**src/rtl/crc_pkg.sv**
```systemverilog
// -----------------------------------------------------------------------------
// crc_pkg
// Shared definitions for the serial CRC framer:
//   - state_t    : framer FSM state encoding
//   - CRC*_POLY  : common generator polynomials. The implicit x^CRC_W term is
//                  omitted.
//   - max_u      : helper used to size the shared data/CRC bit counter
// -----------------------------------------------------------------------------
package crc_pkg;

    typedef enum logic [1:0] {
        ST_IDLE = 2'd0,
        ST_DATA = 2'd1,
        ST_CRC  = 2'd2,
        ST_DONE = 2'd3
    } state_t;

    localparam logic [2:0]  CRC3_POLY        = 3'b011;
    localparam logic [7:0]  CRC8_POLY        = 8'h07;
    localparam logic [15:0] CRC16_CCITT_POLY = 16'h1021;

    function automatic int unsigned max_u(input int unsigned a, input int unsigned b);
        if (a > b) begin
            return a;
        end else begin
            return b;
        end
    endfunction

endpackage

```
**src/rtl/crc_lfsr.sv**
```systemverilog
// -----------------------------------------------------------------------------
// crc_lfsr
// MSB-first serial CRC shift register (Galois form).
//   GCLK     in   clock, rising edge
//   CLEAR    in   synchronous active-high reset, loads INIT
//   load     in   load INIT (frame start)
//   shift_en in   shift one position this cycle
//   feed_en  in   1: feedback = din ^ crc[MSB] (accumulate)
//                 0: plain shift with zero fill (unload remainder)
//   din      in   serial data bit
//   crc      out  current register contents
// -----------------------------------------------------------------------------
module crc_lfsr
    import crc_pkg::*;
#(
    parameter int                 CRC_W = 3,
    parameter logic [CRC_W-1:0]   POLY  = CRC3_POLY,
    parameter logic [CRC_W-1:0]   INIT  = {CRC_W{1'b0}}
) (
    input  logic             GCLK,
    input  logic             CLEAR,
    input  logic             load,
    input  logic             shift_en,
    input  logic             feed_en,
    input  logic             din,
    output logic [CRC_W-1:0] crc
);

    logic [CRC_W-1:0] r_crc;
    logic             w_fb;
    logic [CRC_W-1:0] w_crc_next;

    // Next-value computation for one shift step.
    always_comb begin
        w_fb       = feed_en & (din ^ r_crc[CRC_W-1]);
        w_crc_next = {r_crc[CRC_W-2:0], 1'b0} ^ (w_fb ? POLY : {CRC_W{1'b0}});
    end

    // CRC register: reset/load to INIT, otherwise shift when enabled.
    always_ff @(posedge GCLK) begin
        if (CLEAR) begin
            r_crc <= INIT;
        end else if (load) begin
            r_crc <= INIT;
        end else if (shift_en) begin
            r_crc <= w_crc_next;
        end else begin
            r_crc <= r_crc;
        end
    end

    assign crc = r_crc;

endmodule

```
**src/rtl/crc_serial_framer.sv**
```systemverilog
// -----------------------------------------------------------------------------
// crc_serial_framer
// Serial CRC generator with built-in framing. On Start (sampled in IDLE) it
// passes FRAME_LEN data bits straight through, then appends the CRC_W-bit
// remainder MSB-first. One DONE cycle follows each frame.
//
// Optional build macro CRC_CHECK_EN adds receive-side checking:
//   Check_Mode in  sampled with Start, held for the frame
//   Crc_Err    out set from (crc != 0) at the edge leaving DONE, held until the
//                  next accepted Start or CLEAR
//
// Ports:
//   GCLK       in   clock, rising edge
//   CLEAR      in   synchronous active-high reset (overrides everything)
//   Start      in   frame start request, only honoured in IDLE
//   Serial_In  in   data bit, one per cycle in DATA
//   Serial_Out out  link bit (combinational mux)
//   Out_Valid  out  high while Serial_Out carries a frame bit
//   Busy       out  high in DATA or CRC
//   Done       out  one-cycle pulse after the last CRC bit
// -----------------------------------------------------------------------------
module crc_serial_framer
    import crc_pkg::*;
#(
    parameter int               CRC_W     = 3,
    parameter logic [CRC_W-1:0] POLY      = CRC3_POLY,
    parameter int               FRAME_LEN = 8,
    parameter logic [CRC_W-1:0] INIT      = {CRC_W{1'b0}}
) (
    input  logic GCLK,
    input  logic CLEAR,
    input  logic Start,
    input  logic Serial_In,
`ifdef CRC_CHECK_EN
    input  logic Check_Mode,
    output logic Crc_Err,
`endif
    output logic Serial_Out,
    output logic Out_Valid,
    output logic Busy,
    output logic Done
);

    // One counter serves both phases, so it is sized for the longer of the two.
    localparam int unsigned CNT_MAX = max_u(FRAME_LEN, CRC_W);
    localparam int          CNT_W   = $clog2(CNT_MAX);
    localparam logic [CNT_W-1:0] DATA_LAST = CNT_W'(FRAME_LEN - 1);
    localparam logic [CNT_W-1:0] CRC_LAST  = CNT_W'(CRC_W - 1);

    state_t           r_state;
    state_t           w_next_state;
    logic [CNT_W-1:0] r_cnt;
    logic             w_load;
    logic             w_shift;
    logic             w_feed;
    logic             w_cnt_clr;
    logic             w_cnt_inc;
    logic             w_check_mode;
    logic [CRC_W-1:0] w_crc;

    crc_lfsr #(
        .CRC_W (CRC_W),
        .POLY  (POLY),
        .INIT  (INIT)
    ) u_lfsr (
        .GCLK     (GCLK),
        .CLEAR    (CLEAR),
        .load     (w_load),
        .shift_en (w_shift),
        .feed_en  (w_feed),
        .din      (Serial_In),
        .crc      (w_crc)
    );

`ifdef CRC_CHECK_EN
    logic r_check_mode;
    logic r_crc_err;

    // Check-mode latch and error flag; both cleared when a new frame starts.
    always_ff @(posedge GCLK) begin
        if (CLEAR) begin
            r_check_mode <= 1'b0;
            r_crc_err    <= 1'b0;
        end else if ((r_state == ST_IDLE) && Start) begin
            r_check_mode <= Check_Mode;
            r_crc_err    <= 1'b0;
        end else if (r_state == ST_DONE) begin
            r_check_mode <= r_check_mode;
            r_crc_err    <= (w_crc != {CRC_W{1'b0}});
        end else begin
            r_check_mode <= r_check_mode;
            r_crc_err    <= r_crc_err;
        end
    end

    assign w_check_mode = r_check_mode;
    assign Crc_Err      = r_crc_err;
`else
    // Generation-only build: only the MSB of the register is observed.
    logic w_unused_crc_low;
    assign w_check_mode     = 1'b0;
    assign w_unused_crc_low = ^w_crc[CRC_W-2:0];
`endif

    // FSM state register.
    always_ff @(posedge GCLK) begin
        if (CLEAR) begin
            r_state <= ST_IDLE;
        end else begin
            r_state <= w_next_state;
        end
    end

    // Bit counter: cleared at each phase boundary, so it never wraps.
    always_ff @(posedge GCLK) begin
        if (CLEAR) begin
            r_cnt <= {CNT_W{1'b0}};
        end else if (w_cnt_clr) begin
            r_cnt <= {CNT_W{1'b0}};
        end else if (w_cnt_inc) begin
            r_cnt <= r_cnt + CNT_W'(1);
        end else begin
            r_cnt <= r_cnt;
        end
    end

    // Next-state, LFSR control and output mux.
    always_comb begin
        w_next_state = r_state;
        w_load       = 1'b0;
        w_shift      = 1'b0;
        w_feed       = 1'b0;
        w_cnt_clr    = 1'b0;
        w_cnt_inc    = 1'b0;
        Serial_Out   = 1'b0;
        Out_Valid    = 1'b0;
        Busy         = 1'b0;
        Done         = 1'b0;
        case (r_state)
            ST_IDLE: begin
                if (Start) begin
                    w_next_state = ST_DATA;
                    w_load       = 1'b1;
                    w_cnt_clr    = 1'b1;
                end else begin
                    w_next_state = ST_IDLE;
                end
            end
            ST_DATA: begin
                Serial_Out = Serial_In;
                Out_Valid  = 1'b1;
                Busy       = 1'b1;
                w_shift    = 1'b1;
                w_feed     = 1'b1;
                if (r_cnt == DATA_LAST) begin
                    w_next_state = ST_CRC;
                    w_cnt_clr    = 1'b1;
                end else begin
                    w_cnt_inc    = 1'b1;
                end
            end
            ST_CRC: begin
                Out_Valid = 1'b1;
                Busy      = 1'b1;
                w_shift   = 1'b1;
                // Checking keeps folding received bits in so a clean frame
                // leaves a zero remainder; generation just unloads the register.
                w_feed    = w_check_mode;
                if (w_check_mode) begin
                    Serial_Out = Serial_In;
                end else begin
                    Serial_Out = w_crc[CRC_W-1];
                end
                if (r_cnt == CRC_LAST) begin
                    w_next_state = ST_DONE;
                    w_cnt_clr    = 1'b1;
                end else begin
                    w_cnt_inc    = 1'b1;
                end
            end
            ST_DONE: begin
                Done         = 1'b1;
                w_next_state = ST_IDLE;
            end
            default: begin
                w_next_state = ST_IDLE;
            end
        endcase
    end

endmodule

```
**config.mk**
```make
export PLATFORM = sky130hd
export DESIGN_NAME = crc_serial_framer
export DESIGN_NICKNAME = d
export VERILOG_FILES = /design/src/rtl/crc_pkg.sv /design/src/rtl/crc_lfsr.sv /design/src/rtl/crc_serial_framer.sv
export SDC_FILE = /design/constraint.sdc
export NUM_CORES = 1
export LEC_CHECK = 0
export ABC_AREA = 0
export ABC_CLOCK_PERIOD_IN_PS = 2300
export CORE_MARGIN = 3
export CORE_UTILIZATION = 25
export CTS_CLUSTER_DIAMETER = 200
export DETAILED_ROUTE_END_ITERATION = 8
export GPL_ROUTABILITY_DRIVEN = 1
export SLEW_MARGIN = 15
export SYNTH_ARGS = -nofsm -noshare
export SYNTH_HDL_FRONTEND = slang
export SYNTH_SLANG_ARGS = --single-unit
```
**constraint.sdc**
```tcl
create_clock -name GCLK -period 2.3 [get_ports GCLK]
set_clock_uncertainty 0.1 [all_clocks]
set_input_delay 0.69 -clock GCLK [delete_from_list [all_inputs] [get_ports GCLK]]
set_output_delay 0.69 -clock GCLK [all_outputs]
set_load 0.01 [all_outputs]
```
==> flow_summary.json <==
{
  "critPathTopFamily": "buffers and inverters",
  "synth_compound_area_share_pct": 19.31,
  "syn_avg_cell_area_sq_um": 10.08,
  "vdd_drop_max_mv": 0.3288,
  "postLayoutCellArea_sq_um": 708.2,
  "first_pass_iters": 7,
  "slew_headroom_pct": 79.46,
  "io_pins": 8,
  "rsz0062_at_grt": "no",
  "power_mw": 0.8491,
  "insertion_delay_ps": 250,
  "p_per_area_nw_per_um2": 1199,
  "min_to": "u_lfsr.crc[0]$_SDFFE_PP0P_",
  "cts_sinks": 8,
  "die_w_um": 52.66,
  "placed_cell_area_sq_um": 678.2,
  "holdCritStartpoint": "u_lfsr.crc[0]$_SDFFE_PP0P_",
  "cts_max_level": 1,
  "ys_ff_latch": 8,
  "vias": 415,
  "min_path_type": "reg2reg",
  "antenna_found_initial": 0,
  "area_delta_synth_final_pct": 30.11,
  "ys_warn_count": 0,
  "crit_fanout": 3,
  "grt_max_degree": 8,
  "synth_xor_area_share_pct": 4.828,
  "finalHoldViolations": 0,
  "synth_seq_area_share_pct": 29.43,
  "cts_root_buffer": "clkbuf_4",
  "synthesis.instances": 54,
  "crit_slowest_cell": "clkdlybuf4s50_1",
  "worstMarginPinSlew_ps": 308.1,
  "io_buffer_count": 7,
  "dieArea_sq_um": 2773,
  "cpPeakStageDelay_ps": 550,
  "worstPathArrival_ps": 1410,
  "layout-drive-gt1-share_pct": 25.00,
  "r2r_cells": 6,
  "final_max_slew_viol_count": 0,
  "drc": 0,
  "syn_area_sq_um": 544.3,
  "worst_slack_ps": 104.7,
  "finalCritPeriodShare_pct": 95.45,
  "r2r_end": "r_cnt[1]$_SDFFE_PP0P_",
  "final_nets": 82,
  "overflow": 0,
  "dr.first_iter.drc_count": 9,
  "rows": 16,
  "synth-simple-area-share_pct": 14.48,
  "synthArstFlopShare_pct": 0,
  "clock.fmax_ghz": 0.4555,
  "start_util_pct": 27.19,
  "placed_cells": 92,
  "antenna_cells": 0,
  "synthAdderAreaFrac_pct": 18.39,
  "status": "complete, no violations",
  "die_h_um": 52.66,
  "synthMuxAreaShare_pct": 7.356,
  "setup_violations": 0,
  "cts_tree": "done",
  "path_buf_inv": 2,
  "routabilityCongestion": 0.6659,
  "viasPerCell": 4.368,
  "place_ws_ps": -382.9,
  "grt.total_usage_pct": 8.770,
  "cts.clk_slew.worst_paths_ps": 50,
  "startpoint_type": "flip-flop",
  "tns_ps": 0,
  "grt_pass1_vias": 421,
  "wire_per_inst_um": 10.26,
  "whs_ps": 396.5,
  "wl_um": 975,
  "cp.required_ps": 1510,
  "path_class": "reg2out",
  "syn_nets": 66,
  "holdPathStages": 2,
  "p_leak_nw": 0.3261,
  "synth_top_family_by_area": "compound AO/OA/AOI/OAI gates",
  "regToRegStartpoint": "r_state[0]$_SDFFE_PP0P_",
  "rrSetupSlack_ps": 670,
  "synth_enable_flop_cells": 0,
  "cap_violations": 0,
  "postCtsSetupBuffers": 0,
  "final_util_pct": 35.38,
  "synth_ff_type": "dfxtp_1",
  "final_cell_count_no_fill": 95,
  "final_cell_mix": "dfxtp_1 (8), ha_1 (7), buf_4 (6)",
  "layout_commonest_cell": "dfxtp_1",
  "synth_cell_types": 25,
  "antenna_left": 0,
  "grt_pass1_wl_mm": 1.800,
  "core_sq_um": 2002,
  "min_period_ps": 2195,
  "clockBufferDepth": 2,
  "crit_chain": "buf_4, ha_1, clkdlybuf4s50_1",
  "numCtsBuffers": 3,
  "worstSetupEndpointType": "primary output",
  "hpwl_um": 816.5
}
[synthesized netlist by cell type (2+ instances only)]
cell type,instances,share of area (%)
nor2b_1,2,2.3
buf_4,2,2.8
inv_1,5,3.4
mux2i_1,4,7.4
nand2_1,2,1.4
nor2_1,4,2.8
xor2_1,2,3.2
dfxtp_1,8,29
nand2_2,2,2.3
ha_1,8,18
[worst max path at each step]
stage | startpoint | to | slack [ps] | cells past startpoint
final | r_state[0]$_SDFFE_PP0P_ | Done | 100 | 3
after global routing | r_state[0]$_SDFFE_PP0P_ | Done | 20 | 3
after CTS | Serial_In | Serial_Out | 20 | 4
after detailed placement | Serial_In | Serial_Out | -380 | 4
after global placement | Serial_In | Serial_Out | -360 | 4
after floorplan | r_state[0]$_SDFFE_PP0P_ | Serial_Out | 330 | 4
[metal layers]
layer | share of wire, % | wire (um) | GRT usage [%] | vias up
met2 | 49 | 481 | 14.46 | 7
met4 | 0 | 0 | 3.830 | 0
li1 | - | - | - | 214
met3 | 3.9 | 38 | 3.704 | 0
met1 | 47 | 454 | 9.710 | 194
met5 | 0 | 0 | 0 | -
[repair_timing]
item                       CTS  global route
setup endpoints to repair    3             1
hold buffers                 0             0
gates resized for setup      7             1
pin swaps                    0             0
hold endpoints to repair     0             0
cloned                       0             0
[tightest hold or removal path, stage by stage, from the launching register on]
cell and delay, ps:
dfxtp_1 320, nand2b_1 70, a21oi_1 60
[cells by family (layout without fill, tap and decap cells)]
logic type,Yosys count,count (layout)
AO/OA/AOI/OAI,10,10
flip-flops,8,8
AND/OR/NAND/NOR,14,14
buffers and inverters,7,21
XOR/XNOR,3,3
adder cells (fa/ha/maj),8,8
multiplexers,4,4
[final cells by class]
| class | instances | area [sq um] |
|---|---|---|
| clock buffer | 3 | 22.52 |
| fill | 217 | 1294 |
| inverter | 5 | 18.77 |
| multi-input combinational | 39 | 362.8 |
| sequential | 8 | 160.2 |
| tap | 27 | 33.78 |
| timing repair buffer | 13 | 110.1 |
[power by group]
part	switching [mW]	internal, mW
clock	0.0455	0.0596
sequential	0.0175	0.173
combinational	0.270	0.284
total	0.333	0.516
[registers in the layout (all words and copies together) (netlist names)]
signal,count
r_cnt,3
r_state,2
u_lfsr.crc,3
No activity file was read; power rests on OpenSTA's default activity.
